<file path="src/rtl/regfile_scoreboard.sv">
// Register-file scoreboard: tracks outstanding destination writes, blocks issue
// on RAW/WAW hazards or a full write window, and sequences pipeline drain.
module regfile_scoreboard #(
  parameter int unsigned NUM_REGS    = 32,
  parameter int unsigned MAX_PENDING = 8
) (
  input  logic                clk,
  input  logic                rst,
  input  logic                issue_valid,
  output logic                issue_ready,
  input  logic [4:0]          issue_rs1,
  input  logic [4:0]          issue_rs2,
  input  logic                issue_rs1_en,
  input  logic                issue_rs2_en,
  input  logic [4:0]          issue_rd,
  input  logic                issue_rd_en,
  input  logic                wb_valid,
  input  logic [4:0]          wb_rd,
  input  logic                flush,
  input  logic                drain_req,
  output logic                drain_done,
  output logic                stall,
  output logic [NUM_REGS-1:0] busy_mask,
  output logic [3:0]          pending_cnt,
  output logic                wb_err
);

  localparam int unsigned CNT_W = 4;
  localparam logic [CNT_W-1:0] MAX_CNT = CNT_W'(MAX_PENDING);

  typedef enum logic [1:0] {RUN, DRAIN, DONE} state_t;

  state_t              state, state_d;
  logic [NUM_REGS-1:0] busy_d;
  logic [CNT_W-1:0]    cnt_d;
  logic                drain_done_d;
  logic                wb_err_d;

  logic src1_haz, src2_haz, waw_haz;
  logic wb_clr, iss_set;

  // A same-cycle writeback to a source or destination resolves the hazard.
  assign src1_haz = issue_rs1_en && busy_mask[issue_rs1] && !(wb_valid && wb_rd == issue_rs1);
  assign src2_haz = issue_rs2_en && busy_mask[issue_rs2] && !(wb_valid && wb_rd == issue_rs2);
  assign waw_haz  = issue_rd_en && (issue_rd != 5'd0) && busy_mask[issue_rd]
                    && !(wb_valid && wb_rd == issue_rd);

  assign issue_ready = (state == RUN) && !flush && !src1_haz && !src2_haz && !waw_haz
                       && (pending_cnt < MAX_CNT);
  assign stall       = issue_valid && !issue_ready;

  assign wb_clr  = wb_valid && (wb_rd != 5'd0) && busy_mask[wb_rd];
  assign iss_set = issue_valid && issue_ready && issue_rd_en && (issue_rd != 5'd0);

  // Next-state, busy tracking and pulse outputs; flush overrides everything.
  always_comb begin
    state_d      = state;
    busy_d       = busy_mask;
    cnt_d        = pending_cnt;
    wb_err_d     = 1'b0;
    drain_done_d = 1'b0;

    if (flush) begin
      busy_d  = '0;
      cnt_d   = '0;
      state_d = RUN;
    end else begin
      wb_err_d = wb_valid && !wb_clr;
      // Clear before set so an issue and writeback to the same rd leaves it busy.
      if (wb_clr)  busy_d[wb_rd]    = 1'b0;
      if (iss_set) busy_d[issue_rd] = 1'b1;
      cnt_d = pending_cnt + CNT_W'(iss_set) - CNT_W'(wb_clr);

      case (state)
        RUN:     if (drain_req) state_d = DRAIN;
        DRAIN:   if (cnt_d == '0) state_d = DONE;
        DONE:    state_d = RUN;
        default: state_d = RUN;
      endcase
      drain_done_d = (state_d == DONE);
    end
    busy_d[0] = 1'b0;
  end

  always_ff @(posedge clk) begin
    if (rst) begin
      state       <= RUN;
      busy_mask   <= '0;
      pending_cnt <= '0;
      drain_done  <= 1'b0;
      wb_err      <= 1'b0;
    end else begin
      state       <= state_d;
      busy_mask   <= busy_d;
      pending_cnt <= cnt_d;
      drain_done  <= drain_done_d;
      wb_err      <= wb_err_d;
    end
  end

endmodule

</file>
<file path="config.mk">
export PLATFORM = sky130hd
export DESIGN_NAME = regfile_scoreboard
export DESIGN_NICKNAME = d
export VERILOG_FILES = /design/src/rtl/regfile_scoreboard.sv
export SDC_FILE = /design/constraint.sdc
export NUM_CORES = 1
export LEC_CHECK = 0
export BUFFER_PORTS_ARGS = -buffer_cell sky130_fd_sc_hd__clkbuf_2
export CAP_MARGIN = 15
export CORE_UTILIZATION = 55
export DETAILED_ROUTE_END_ITERATION = 6
export GPL_ROUTABILITY_DRIVEN = 0
export PLACE_DENSITY = 0.87
export SKIP_LAST_GASP = 1
export SLEW_MARGIN = 20
export SYNTH_ARGS = -nofsm -noshare
export SYNTH_HDL_FRONTEND = slang
export SYNTH_SLANG_ARGS = --single-unit
</file>
<file path="constraint.sdc">
create_clock -name clk -period 4.5 [get_ports clk]
set_input_delay 0 -clock clk [delete_from_list [all_inputs] [get_ports clk]]
set_output_delay 0 -clock clk [all_outputs]
set_load 0.01 [all_outputs]
</file>
==> summary.txt, run 1 <==
Setup path
  • Slowest CP cell: mux4_2
  • CP Buf/Inv Count: 1
  • Worst r2r path cells: 14
  • WS Path Type: reg2reg
  • CP Max Fanout: 6
  • FF-to-FF setup slack: 0.38 ns
  • Worst R2R Start: busy_mask[22]
  • Crit path arrival time: 4.31 ns
  • CP Data Required Time: 4.69 ns
  • CP startpoint kind: flop
  • CP endpoint kind: flop
  • Crit path cell chain: mux4_2, mux4_2, o221ai_4, nand2_2, or4b_1, ha_1, inv_1, ha_1, fa_1, xor2_1, nor4_1, nand2_1, o21ai_0, nor4_1
  • Largest stage delay, worst path: 0.53 ns
  • Reg2reg end: state[0]
  • CP delay by family, top: simple AND/OR/NAND/NOR gates

Logic synthesis
  • Sequential-to-total area share from yosys stat: 0.2475
  • Simple-gate area share of the yosys netlist: 0.1531
  • Post-Synth Adder-Cell Area: 0.02221
  • Compound-gate portion of the synthesized area: 0.2035
  • Mapped Nets: 358
  • Mapped Cells: 324
  • Synth warn: 0
  • Main synth FF type: dfxtp_1
  • Yosys cell types: 50
  • Multiplexer share of the synthesized area: 0.2590
  • EDFF count, synth: 0
  • Yosys reg bits: 39
  • Mapped cell area: 0.003154 mm^2
  • Main combinational cell family by area after synthesis: multiplexers
  • Asr flop ratio synth: 0
  • Xor-xnor portion of the synthesized cell area: 0.04998
  • Syn_area_per_cell: 9.735 um^2

Clock tree
  • CTS H-tree lvls: 2
  • CTS tree: built
  • Clk root buf: clkbuf_8
  • Clock-pin slew on the worst setup and hold paths: 0.08 ns
  • Setup bufs post-CTS: 0
  • # hold bufs at CTS: 2
  • CTS resizes: 0
  • TritonCTS Buffers: 5
  • Clock Path Buffers: 2
  • Clk Latency, worst-skew pair: 0.29 ns
  • Sinks on Clock Net: 39

Route
  • Routed WL per cell: 23.40 um
  • Final WL: 10.37 mm
  • Top Metal Used: met4
  • Iter 0 DRT Violations: 554
  • DRT Pass-1 Iters: 5
  • Final ANT Viol Nets: 0
  • Vias: 3235
  • Vias per inst: 7.302
  • WL met1: 3.712 mm
  • # DRC: 0
  • Routed met2 length: 4.829 mm
  • Total length of routed met3 wires: 1.415 mm

Floorplanning
  • Die Width: 77.73 um
  • Row cnt: 27
  • Initial Utilization: 0.5728
  • Die Span Y: 77.73 um
  • Placeable core area: 0.005507 mm^2
  • # IOs: 69
  • Die area: 0.006042 mm^2

STA
  • Final Hold Vio Count: 0
  • Pins Over Slew Limit: 0
  • Fmax: 242.8 MHz
  • Worst rel slew slack: 0.5157
  • Minimum hold slack: 0.06108 ns
  • Minimum clock period: 4.119 ns
  • RSZ-0062 raised after global routing: false
  • Worst Max-Slew Pin Slew: 0.7203 ns
  • # setup viols final: 0
  • Clk_skew: 0.009890 ns
  • Setup tns final: 0 ns
  • Fin crit share: 0.9153

Global routing
  • GRT Total Usage: 0.3512
  • Initial antenna violation count: 0
  • Vias in the first global route: 3106
  • First-pass GRT wire length: 16.22 mm
  • Largest net degree at the start of global routing: 31
  • Overflow left after global routing: 0

Min path
  • Hold path cells: 3
  • Type of the worst min-delay path: in2reg
  • Worst Hold Path EP: state[0]
  • Worst Hold Launch: drain_req

Run status
  • Outcome: completed

Final layout
  • Layout area overhead: 13.37%
  • Share of cells above drive strength 1: 0.3100
  • Diode count: 0
  • FF+latch area: 780.7 um^2
  • Layout Nets: 404
  • Fillers: 445
  • Footprint of the multi-input gates: 0.002186 mm^2

Power
  • Peak VDD IR: 0.0001198 V
  • Pwr Density: 203.5 mW/mm^2
  • Leak pwr: 1.350 nW

Place
  • I/O Buffers: 67
  • Post-detail-place hpwl: 7.348 mm

Flow run
  • Max-cap check violation count: 0
## where the power goes
part | total [mW] | leakage (nW) | internal (mW) | switching [mW]
Combinational | 0.143 | 0.995 | 0.0484 | 0.0949
Sequential | 0.348 | 0.314 | 0.347 | 0.00178
Clock | 0.236 | 0.0402 | 0.108 | 0.128
## synthesized netlist by cell type (all sizes together) (6+ instances only)
cell type | number | share of area
clkbuf | 21 | 0.025
buf | 13 | 0.024
xor2 | 9 | 0.025
inv | 12 | 0.014
nor2 | 10 | 0.012
o41ai | 22 | 0.061
xnor2 | 9 | 0.025
nand3 | 9 | 0.014
dfxtp | 39 | 0.25
nand4 | 8 | 0.016
o211ai | 28 | 0.067
o21ai | 15 | 0.024
mux4 | 28 | 0.20
or3 | 6 | 0.012
nand2 | 15 | 0.019
mux2i | 13 | 0.041
## metal layers
layer  up-vias  global-route usage
li1       1385                   -
met1      1495              0.4321
met2       308              0.5708
met3        47             0.09294
met4         0              0.1679
met5         -                   0
## area by class of cell
cell class                      count  area share
Multi-Input combinational cell    239      0.6113
Tap cell                           72     0.02519
Clock inverter                      3    0.005598
Inverter                           12     0.01260
Clock buffer                        5     0.01924
Timing Repair Buffer               73      0.1078
Sequential cell                    39      0.2183
## metrics by stage
stage	power, mW	setup slack, ns	utilization	std cells	area, um^2
floorplan	0.4531	0.6644	-	324	3154
global placement	0.4890	0.6320	0.6287	433	3462
detailed placement	0.4925	0.4342	0.6287	433	3462
CTS	0.7260	0.4737	0.6485	443	3571
global route	0.7542	0.1753	0.6494	443	3576
finish	0.7279	0.3810	0.6494	443	3576
## flip-flops by register name, summed over array words and instances, names as in the netlist
signal       cells
busy_mask       31
pending_cnt      4
state            2
drain_done       1
wb_err           1
## worst min-delay path, cell delays in order
cell      delay [ns]
clkbuf_2        0.08
o21ai_0         0.18
nor4_1          0.06
## cell usage in the layout (no fill, tap or decap), types with 11 or more instances in the layout
cell type / count
clkbuf_2: 67
dfxtp_1: 39
mux4_2: 28
o211ai_1: 28
o41ai_1: 22
nand2_1: 14
mux2i_1: 13
inv_1: 12
o21ai_1: 11
## cells by family after synthesis
kind of cell	Yosys count
adder cells (fa/ha/maj)	5
other	1
buffers and inverters	46
XOR/XNOR	18
flip-flops	39
multiplexers	46
AO/OA/AOI/OAI	85
AND/OR/NAND/NOR	84
## worst max-delay path by stage
| stage | cells past startpoint | to | from |
|---|---|---|---|
| after floorplan | 15 | state[0] | busy_mask[23] |
| after global placement | 15 | state[0] | issue_rs2[1] |
| after detailed placement | 15 | state[0] | issue_rs2[1] |
| after CTS | 14 | state[0] | busy_mask[22] |
| after global routing | 14 | state[0] | busy_mask[17] |
| final | 14 | state[0] | busy_mask[22] |
Power figures use the tool's default switching activity.
==> run 2: changes to the inputs <==
--- a/config.mk
+++ b/config.mk
@@ -7,10 +7,11 @@
 export LEC_CHECK = 0
 export BUFFER_PORTS_ARGS = -buffer_cell sky130_fd_sc_hd__clkbuf_2
 export CAP_MARGIN = 15
-export CORE_UTILIZATION = 55
+export CORE_UTILIZATION = 50
+export CTS_CLUSTER_DIAMETER = 80
 export DETAILED_ROUTE_END_ITERATION = 6
 export GPL_ROUTABILITY_DRIVEN = 0
-export PLACE_DENSITY = 0.87
+export PLACE_DENSITY = 0.83
 export SKIP_LAST_GASP = 1
 export SLEW_MARGIN = 20
 export SYNTH_ARGS = -nofsm -noshare
==> constraint.sdc (replaced) <==
create_clock -name clk -period 3.5 [get_ports clk]
set_input_delay 0 -clock clk [delete_from_list [all_inputs] [get_ports clk]]
set_output_delay 0 -clock clk [all_outputs]
set_load 0.01 [all_outputs]
==> summary.txt, run 2 (same netlist as run 1, synthesis figures left out) <==
Global routing
  • Initial antenna violation count: 0 (unchanged)
  • Vias in the first global route: 3576 (+15%)
  • Largest net degree at the start of global routing: 36 (+16%)
  • GRT Total Usage: 0.3777 (+0.02647)
  • Overflow left after global routing: 0 (unchanged)
  • First-pass GRT wire length: 18.29 mm (+13%)

Setup path
  • Crit path top cell by count: ha_4
  • Slowest CP cell: or4b_4
  • CP Data Required Time: 3.72 ns (-0.97 ns)
  • Crit path arrival time: 3.99 ns (-0.32 ns)
  • CP Max Fanout: 5 (-1)
  • CP Buf/Inv Count: 2 (+1)
  • WS Path Type: reg2reg
  • CP startpoint kind: flop
  • CP delay by family, top: simple AND/OR/NAND/NOR gates
  • CP endpoint kind: flop
  • Crit path cell chain: buf_4, mux4_2, mux2i_1, o311ai_1, o22ai_1, nand2_2, or4b_4, ha_4, inv_2, ha_4, fa_2, xor2_4, nor4_4, nand2_1, o21ai_2, nor4_2
  • Largest stage delay, worst path: 0.55 ns (+0.02 ns)

Clock tree
  • CTS tree: built
  • Clk root buf: clkbuf_8
  • Sinks on Clock Net: 39 (unchanged)
  • Clock Path Buffers: 2 (unchanged)
  • TritonCTS Buffers: 5 (unchanged)
  • CTS H-tree lvls: 2 (unchanged)
  • Clock-pin slew on the worst setup and hold paths: 0.09 ns (about the same)
  • Clk Latency, worst-skew pair: 0.31 ns (+0.02 ns)

Final layout
  • Largest register FFs: 31 (unchanged)
  • Share of cells above drive strength 1: 0.4737 (+0.1637)
  • Most common cell after layout, fill and taps aside: clkbuf_2
  • Commonest cells after routing, fill and taps aside: clkbuf_2, buf_4, mux4_2, o211ai_1, dfxtp_1
  • Layout area overhead: 33.20%
  • Fillers: 411 (-7.6%)
  • Most flops, register: busy_mask
  • Diode count: 0 (unchanged)
  • Layout Cells excl Fill: 512 (+16%)
  • Final Util: 0.7013 (+0.05194)
  • Layout Nets: 470 (+16%)
  • Post-route cell area: 0.004202 mm^2 (+17%)
  • Top flop regs: busy_mask: 31 flops, pending_cnt: 4 flops, state: 2 flops

STA
  • Final Hold Vio Count: 0 (unchanged)
  • Pins Over Slew Limit: 0 (unchanged)
  • Fmax: 265.3 MHz (+9.3%)
  • Worst Max-Slew Pin Slew: 0.6136 ns (-0.1067 ns)
  • # setup viols final: 3 (+3)
  • Fin crit share: 1.077 (+0.1615)
  • Minimum clock period: 3.769 ns (-0.3500 ns)
  • Clk_skew: 0.01292 ns (+0.003033 ns)
  • Final worst slack: -0.2690 ns (-0.6500 ns)
  • Worst rel slew slack: 0.5905 (+0.07479)
  • RSZ-0062 raised after global routing: true
  • Setup tns final: -0.6505 ns (-0.6505 ns)

Place
  • Post-DP Area: 0.003930 mm^2 (+14%)
  • Post-detail-place hpwl: 8.438 mm (+15%)
  • I/O Buffers: 67 (unchanged)
  • Post-placement cell count: 495 (+14%)

Floorplanning
  • Initial Utilization: 0.5265 (-0.04630)
  • Row cnt: 28 (+3.7%)
  • Die area: 0.006630 mm^2 (+9.7%)
  • Die Span Y: 81.43 um (+4.8%)
  • Placeable core area: 0.005991 mm^2 (+8.8%)
  • # IOs: 69 (unchanged)
  • Die Width: 81.43 um (+4.8%)

Route
  • Vias per inst: 7.293 (-0.13%)
  • Final ANT Viol Nets: 0 (unchanged)
  • Vias: 3734 (+15%)
  • Routed WL per cell: 24.43 um (+4.4%)
  • DRT Pass-1 Iters: 7 (+2)
  • Iter 0 DRT Violations: 790 (+43%)
  • Routed met2 length: 5.721 mm (+18%)
  • WL met1: 3.989 mm (+7.5%)
  • Top Metal Used: met4
  • Total length of routed met3 wires: 1.894 mm (+34%)
  • Final WL: 12.51 mm (+21%)
  • # DRC: 0 (unchanged)

Run status
  • Outcome: finished, violations left
  • Violated checks: negative setup slack

Min path
  • Type of the worst min-delay path: in2reg

Power
  • Peak VDD IR: 0.0001683 V (+41%)
  • Pwr Density: 242.4 mW/mm^2 (+19%)
  • Leak pwr: 1.721 nW (+27%)

Flow run
  • Max-cap check violation count: 0 (unchanged)
run 2: changes by cell type in the layout (fill, tap and decap cells not counted), moves of 2 or more:
cell      delta
clkbuf_8     +2
o21ai_2      +2
dfxtp_2     +16
ha_4         +2
nor4_1       -2
buf_6        +3
dfxtp_1     -16
buf_4       +62
ha_1         -2
run 2: stage by stage:
stage	setup slack (ns)	power, mW	hold slack [ns]
2_1_floorplan	-0.2120	0.5855	0.07697
3_3_place_gp	-0.1474	0.6462	0.1953
3_5_place_dp	-0.2126	0.6514	0.2069
4_1_cts	-0.1830	0.9987	0.07168
5_1_grt	-0.4363	1.044	0.1111
6_report	-0.2690	1.018	0.1048
run 2: final timing paths:
| kind | startpoint | to | slack, ns | depth (start not counted) |
|---|---|---|---|---|
| max | busy_mask[27] | state[0] | -0.27 | 16 |
| min | issue_rd_en | busy_mask[2] | 0.10 | 5 |
| max reg2reg | busy_mask[27] | state[0] | -0.27 | 16 |
| min reg2reg | state[1] | state[0] | 0.54 | 2 |
run 2: layout make-up:
type                    instances  area (um^2)  share of cell area
clock buffers                   7        96.34             0.02293
clock inverters                 1        7.507            0.001787
inverters                      12        45.04             0.01072
multi-input cells             239         2263              0.5387
flip-flops and latches         39        800.8              0.1906
well taps                      75        93.84             0.02233
repair buffers                139        894.6              0.2129
run 2: worst register-to-register path, cell delays in order, from the launching register on:
cell and delay [ns]:
dfxtp_1 0.33, buf_4 0.17, mux4_2 0.46, mux2i_1 0.20, o311ai_1 0.11, o22ai_1 0.23, nand2_2 0.10, or4b_4 0.55
ha_4 0.28, inv_2 0.04, ha_4 0.15, fa_2 0.40, xor2_4 0.19, nor4_4 0.06, nand2_1 0.08, o21ai_2 0.06
nor4_2 0.28
run 2: timing repair:
item | in CTS | in global routing
hold buffers | 3 | 0
buffers inserted | 4 | 2
gates resized for setup | 3 | 20
pin swaps | 4 | 14
setup endpoints to repair | 3 | 6
hold endpoints to repair | 1 | 0
run 2: metal layers:
layer / vias up / track usage
met4: 0 / 0.2607
met2: 406 / 0.6150
li1: 1517 / -
met5: - / 0
met3: 116 / 0.1011
met1: 1695 / 0.4306
run 2: power breakdown:
group	internal (mW)	switching (mW)
registers	0.446	0.00165
logic	0.0840	0.138
clock network	0.179	0.169
total	0.709	0.309
==> run 3: changes to the inputs <==
--- a/config.mk
+++ b/config.mk
@@ -5,9 +5,10 @@
 export SDC_FILE = /design/constraint.sdc
 export NUM_CORES = 1
 export LEC_CHECK = 0
+export ABC_AREA = 1
 export BUFFER_PORTS_ARGS = -buffer_cell sky130_fd_sc_hd__clkbuf_2
 export CAP_MARGIN = 15
-export CORE_UTILIZATION = 50
+export CORE_UTILIZATION = 51
 export CTS_CLUSTER_DIAMETER = 80
 export DETAILED_ROUTE_END_ITERATION = 6
 export GPL_ROUTABILITY_DRIVEN = 0
==> summary.txt, run 3 <==
Final layout
  • Largest register FFs: 31 (unchanged)
  • Post-route cell area: 0.004091 mm^2 (-2.6%)
  • Share of cells above drive strength 1: 0.1746 (-0.2991)
  • Layout area overhead: 12.53%
  • Commonest cells after routing, fill and taps aside: nand2_1, clkbuf_2, inv_1, nor2_1, a21oi_1
  • Most flops, register: busy_mask
  • Layout Nets: 710 (+51%)
  • Top flop regs: busy_mask: 31 flops, pending_cnt: 4 flops, state: 2 flops
  • Most common cell after layout, fill and taps aside: nand2_1
  • Layout Cells excl Fill: 772 (+51%)
  • Diode count: 0 (unchanged)
  • Final Util: 0.5989 (-0.1024)

Clock tree
  • TritonCTS Buffers: 5 (unchanged)
  • CTS H-tree lvls: 2 (unchanged)
  • CTS tree: built
  • Clk root buf: clkbuf_8
  • Clock-pin slew on the worst setup and hold paths: 0.08 ns (about the same)
  • Clock Path Buffers: 2 (unchanged)
  • Sinks on Clock Net: 39 (unchanged)
  • Clk Latency, worst-skew pair: 0.29 ns (-0.02 ns)

STA
  • Worst rel slew slack: 0.3297 (-0.2608)
  • Pins Over Slew Limit: 0 (unchanged)
  • # setup viols final: 0 (-3)
  • Worst Max-Slew Pin Slew: 0.9993 ns (+0.3856 ns)
  • Minimum clock period: 3.340 ns (-0.4292 ns)
  • Final worst slack: 0.1602 ns (+0.4292 ns)
  • Fin crit share: 0.9542 (-0.1226)
  • Fmax: 299.4 MHz (+13%)
  • Clk_skew: 0.004789 ns (-0.008134 ns)
  • Final Hold Vio Count: 0 (unchanged)

Logic synthesis
  • Mapped Cells: 620 (+91%)
  • Commonest cells in the netlist: nand2_1, inv_1, nor2_1, a21oi_1, nand3_1
  • Top cells by area, synth: dfxtp_1, nand2_1, inv_1
  • Synth warn: 0 (unchanged)
  • Area leader, netlist: dfxtp_1
  • Yosys cell types: 34 (-32%)
  • Yosys reg bits: 39 (unchanged)
  • Sequential-to-total area share from yosys stat: 0.2147 (-0.03279)
  • Count leader, synth: nand2_1
  • Asr flop ratio synth: 0 (unchanged)
  • Mapped Nets: 654 (+83%)
  • Yosys top cell area share: 0.2147 (-0.03279)
  • Mapped cell area: 0.003636 mm^2 (+15%)
  • Main synth FF type: dfxtp_1
  • Syn_area_per_cell: 5.864 um^2 (-40%)
  • EDFF count, synth: 0 (unchanged)

Route
  • Final WL: 12.41 mm (-0.78%)
  • Vias: 4696 (+26%)
  • DRT Pass-1 Iters: 5 (-2)
  • Iter 0 DRT Violations: 564 (-29%)
  • # DRC: 0 (unchanged)
  • Final ANT Viol Nets: 0 (unchanged)
  • Vias per inst: 6.083 (-17%)
  • Routed WL per cell: 16.08 um (-34%)

Floorplanning
  • Die Span Y: 86.44 um (+6.2%)
  • Row cnt: 30 (+7.1%)
  • Die area: 0.007471 mm^2 (+13%)
  • # IOs: 69 (unchanged)
  • Initial Utilization: 0.5322 (+0.005710)
  • Die Width: 86.44 um (+6.2%)
  • Placeable core area: 0.006832 mm^2 (+14%)

Setup path
  • WS Path Type: reg2reg
  • Crit path cell chain: or2_2, nand3_1, nand3_1, nand3_1, nand2_1, nor2_1, nor2_1, nor2_4, nand2_1, inv_1, nand2_1, ha_1, inv_1, ha_1, fa_1, xor2_1, nor4_2, inv_1, nor4_1
  • CP Data Required Time: 3.68 ns (-0.04 ns)
  • Largest stage delay, worst path: 0.39 ns (-0.16 ns)
  • Worst R2R Start: busy_mask[24]
  • Worst r2r path cells: 19 (+3)
  • CP Max Fanout: 6 (+1)
  • CP startpoint kind: flop
  • CP endpoint kind: flop
  • FF-to-FF setup slack: 0.16 ns (+0.43 ns)
  • Crit path arrival time: 3.52 ns (-0.47 ns)
  • CP Buf/Inv Count: 3 (+1)
  • CP delay by family, top: simple AND/OR/NAND/NOR gates
  • Setup crit start: busy_mask[24]
  • Reg2reg end: drain_done
  • Slowest CP cell: fa_1

Global routing
  • Largest net degree at the start of global routing: 39 (+8.3%)
  • GRT Total Usage: 0.3336 (-0.04411)
  • Vias in the first global route: 4327 (+21%)
  • GR Layer Usage met3: 0.04762 (-0.05349)
  • First-pass GRT wire length: 19.91 mm (+8.9%)
  • M2 GR Usage: 0.5159 (-0.09913)
  • Most used routing layer in global routing: met2
  • GR Util met1: 0.4484 (+0.01777)
  • Initial antenna violation count: 0 (unchanged)
  • Overflow left after global routing: 0 (unchanged)

Power
  • Internal: 0.7230 mW (+2.0%)
  • Seq pwr share: 0.420 (-0.019)
  • Overall Power: 1.063 mW (+4.4%)
  • P_sw: 0.3403 mW (+10%)
  • Net Sw Frac: 0.3200 (+0.01620)
  • Leak pwr: 1.795 nW (+4.3%)
  • Logic pwr share: 0.230 (+0.012)
  • Pwr Density: 259.9 mW/mm^2 (+7.2%)
  • Peak VDD IR: 0.0001858 V (+10%)
  • Clock Power Share: 0.349 (+0.007)

Min path
  • Type of the worst min-delay path: in2reg
  • Worst Hold Path EP: wb_err
  • Hold path cells: 4 (-1)
  • Worst Hold Launch: flush

Place
  • Post-DP Area: 0.003951 mm^2 (+0.54%)
  • Post-detail-place hpwl: 8.826 mm (+4.6%)
  • Post-placement cell count: 762 (+54%)
  • Setup Slack @ Placement: 0.1692 ns (+0.3818 ns)
  • I/O Buffers: 67 (unchanged)

Flow run
  • Max-cap check violation count: 0 (unchanged)

Run status
  • Outcome: completed
## run 3: cell type report
type / instances / area [um^2]
clock buffers: 6 / 72.57
clock inverters: 1 / 30.03
fillers: 699 / 2740
inverters: 70 / 267.8
multi-input cells: 477 / 2356
flip-flops and latches: 39 / 784.5
well taps: 96 / 120.1
repair buffers: 83 / 460.4
## run 3: power groups by stage
stage          combinational [mW]  clock, mW  sequential [mW]
2_1_floorplan               0.164          0            0.458
3_3_place_gp                0.224          0            0.457
3_5_place_dp                0.230          0            0.457
4_1_cts                     0.233      0.375            0.447
5_1_grt                     0.262      0.394            0.447
6_report                    0.245      0.372            0.447
## run 3: logic make-up (layout without fill, tap and decap cells)
kind of cell	after synthesis	in the layout	share of synthesized area
buf+inv	104	160	0.1397
xor+xnor	3	3	0.007228
flops	39	39	0.2147
other cells	1	1	0.001031
simple gates	341	341	0.4078
compound gates	127	127	0.2103
fa+ha+maj	5	5	0.01927
## run 3: what timing repair did
action,in CTS,in global routing
setup endpoints to repair,0,2
endpoints found under the hold margin,2,0
gates resized for setup,0,4
hold buffers,2,0
buffers inserted,0,1
## run 3: metrics by stage
stage,TNS [ns],hold slack [ns]
6_report,0,0.01466
5_1_grt,-0.07923,0.06296
4_1_cts,0,0.008695
3_5_place_dp,0,0.2373
3_3_place_gp,0,0.2371
2_1_floorplan,0,0.09613
## run 3: worst min-delay path: cells and delay by family
kind | cells | cell delay, ns
and+or+nand+nor | 3 | 0.17
buffers and inverters | 1 | 0.09
## run 3: routing by layer
| metal | part of all wire | vias up |
|---|---|---|
| li1 | - | 2177 |
| met1 | 0.40 | 2112 |
| met2 | 0.44 | 359 |
| met3 | 0.13 | 48 |
| met4 | 0.031 | 0 |
| met5 | 0 | - |
## run 3: worst max-delay path by stage
stage          slack [ns]         end  cells past startpoint
6_report             0.16  drain_done                     19
3_5_place_dp         0.17  drain_done                     24
5_1_grt             -0.05    state[1]                     22
4_1_cts              0.19  drain_done                     19
2_1_floorplan        0.46  drain_done                     19
3_3_place_gp         0.41  drain_done                     19
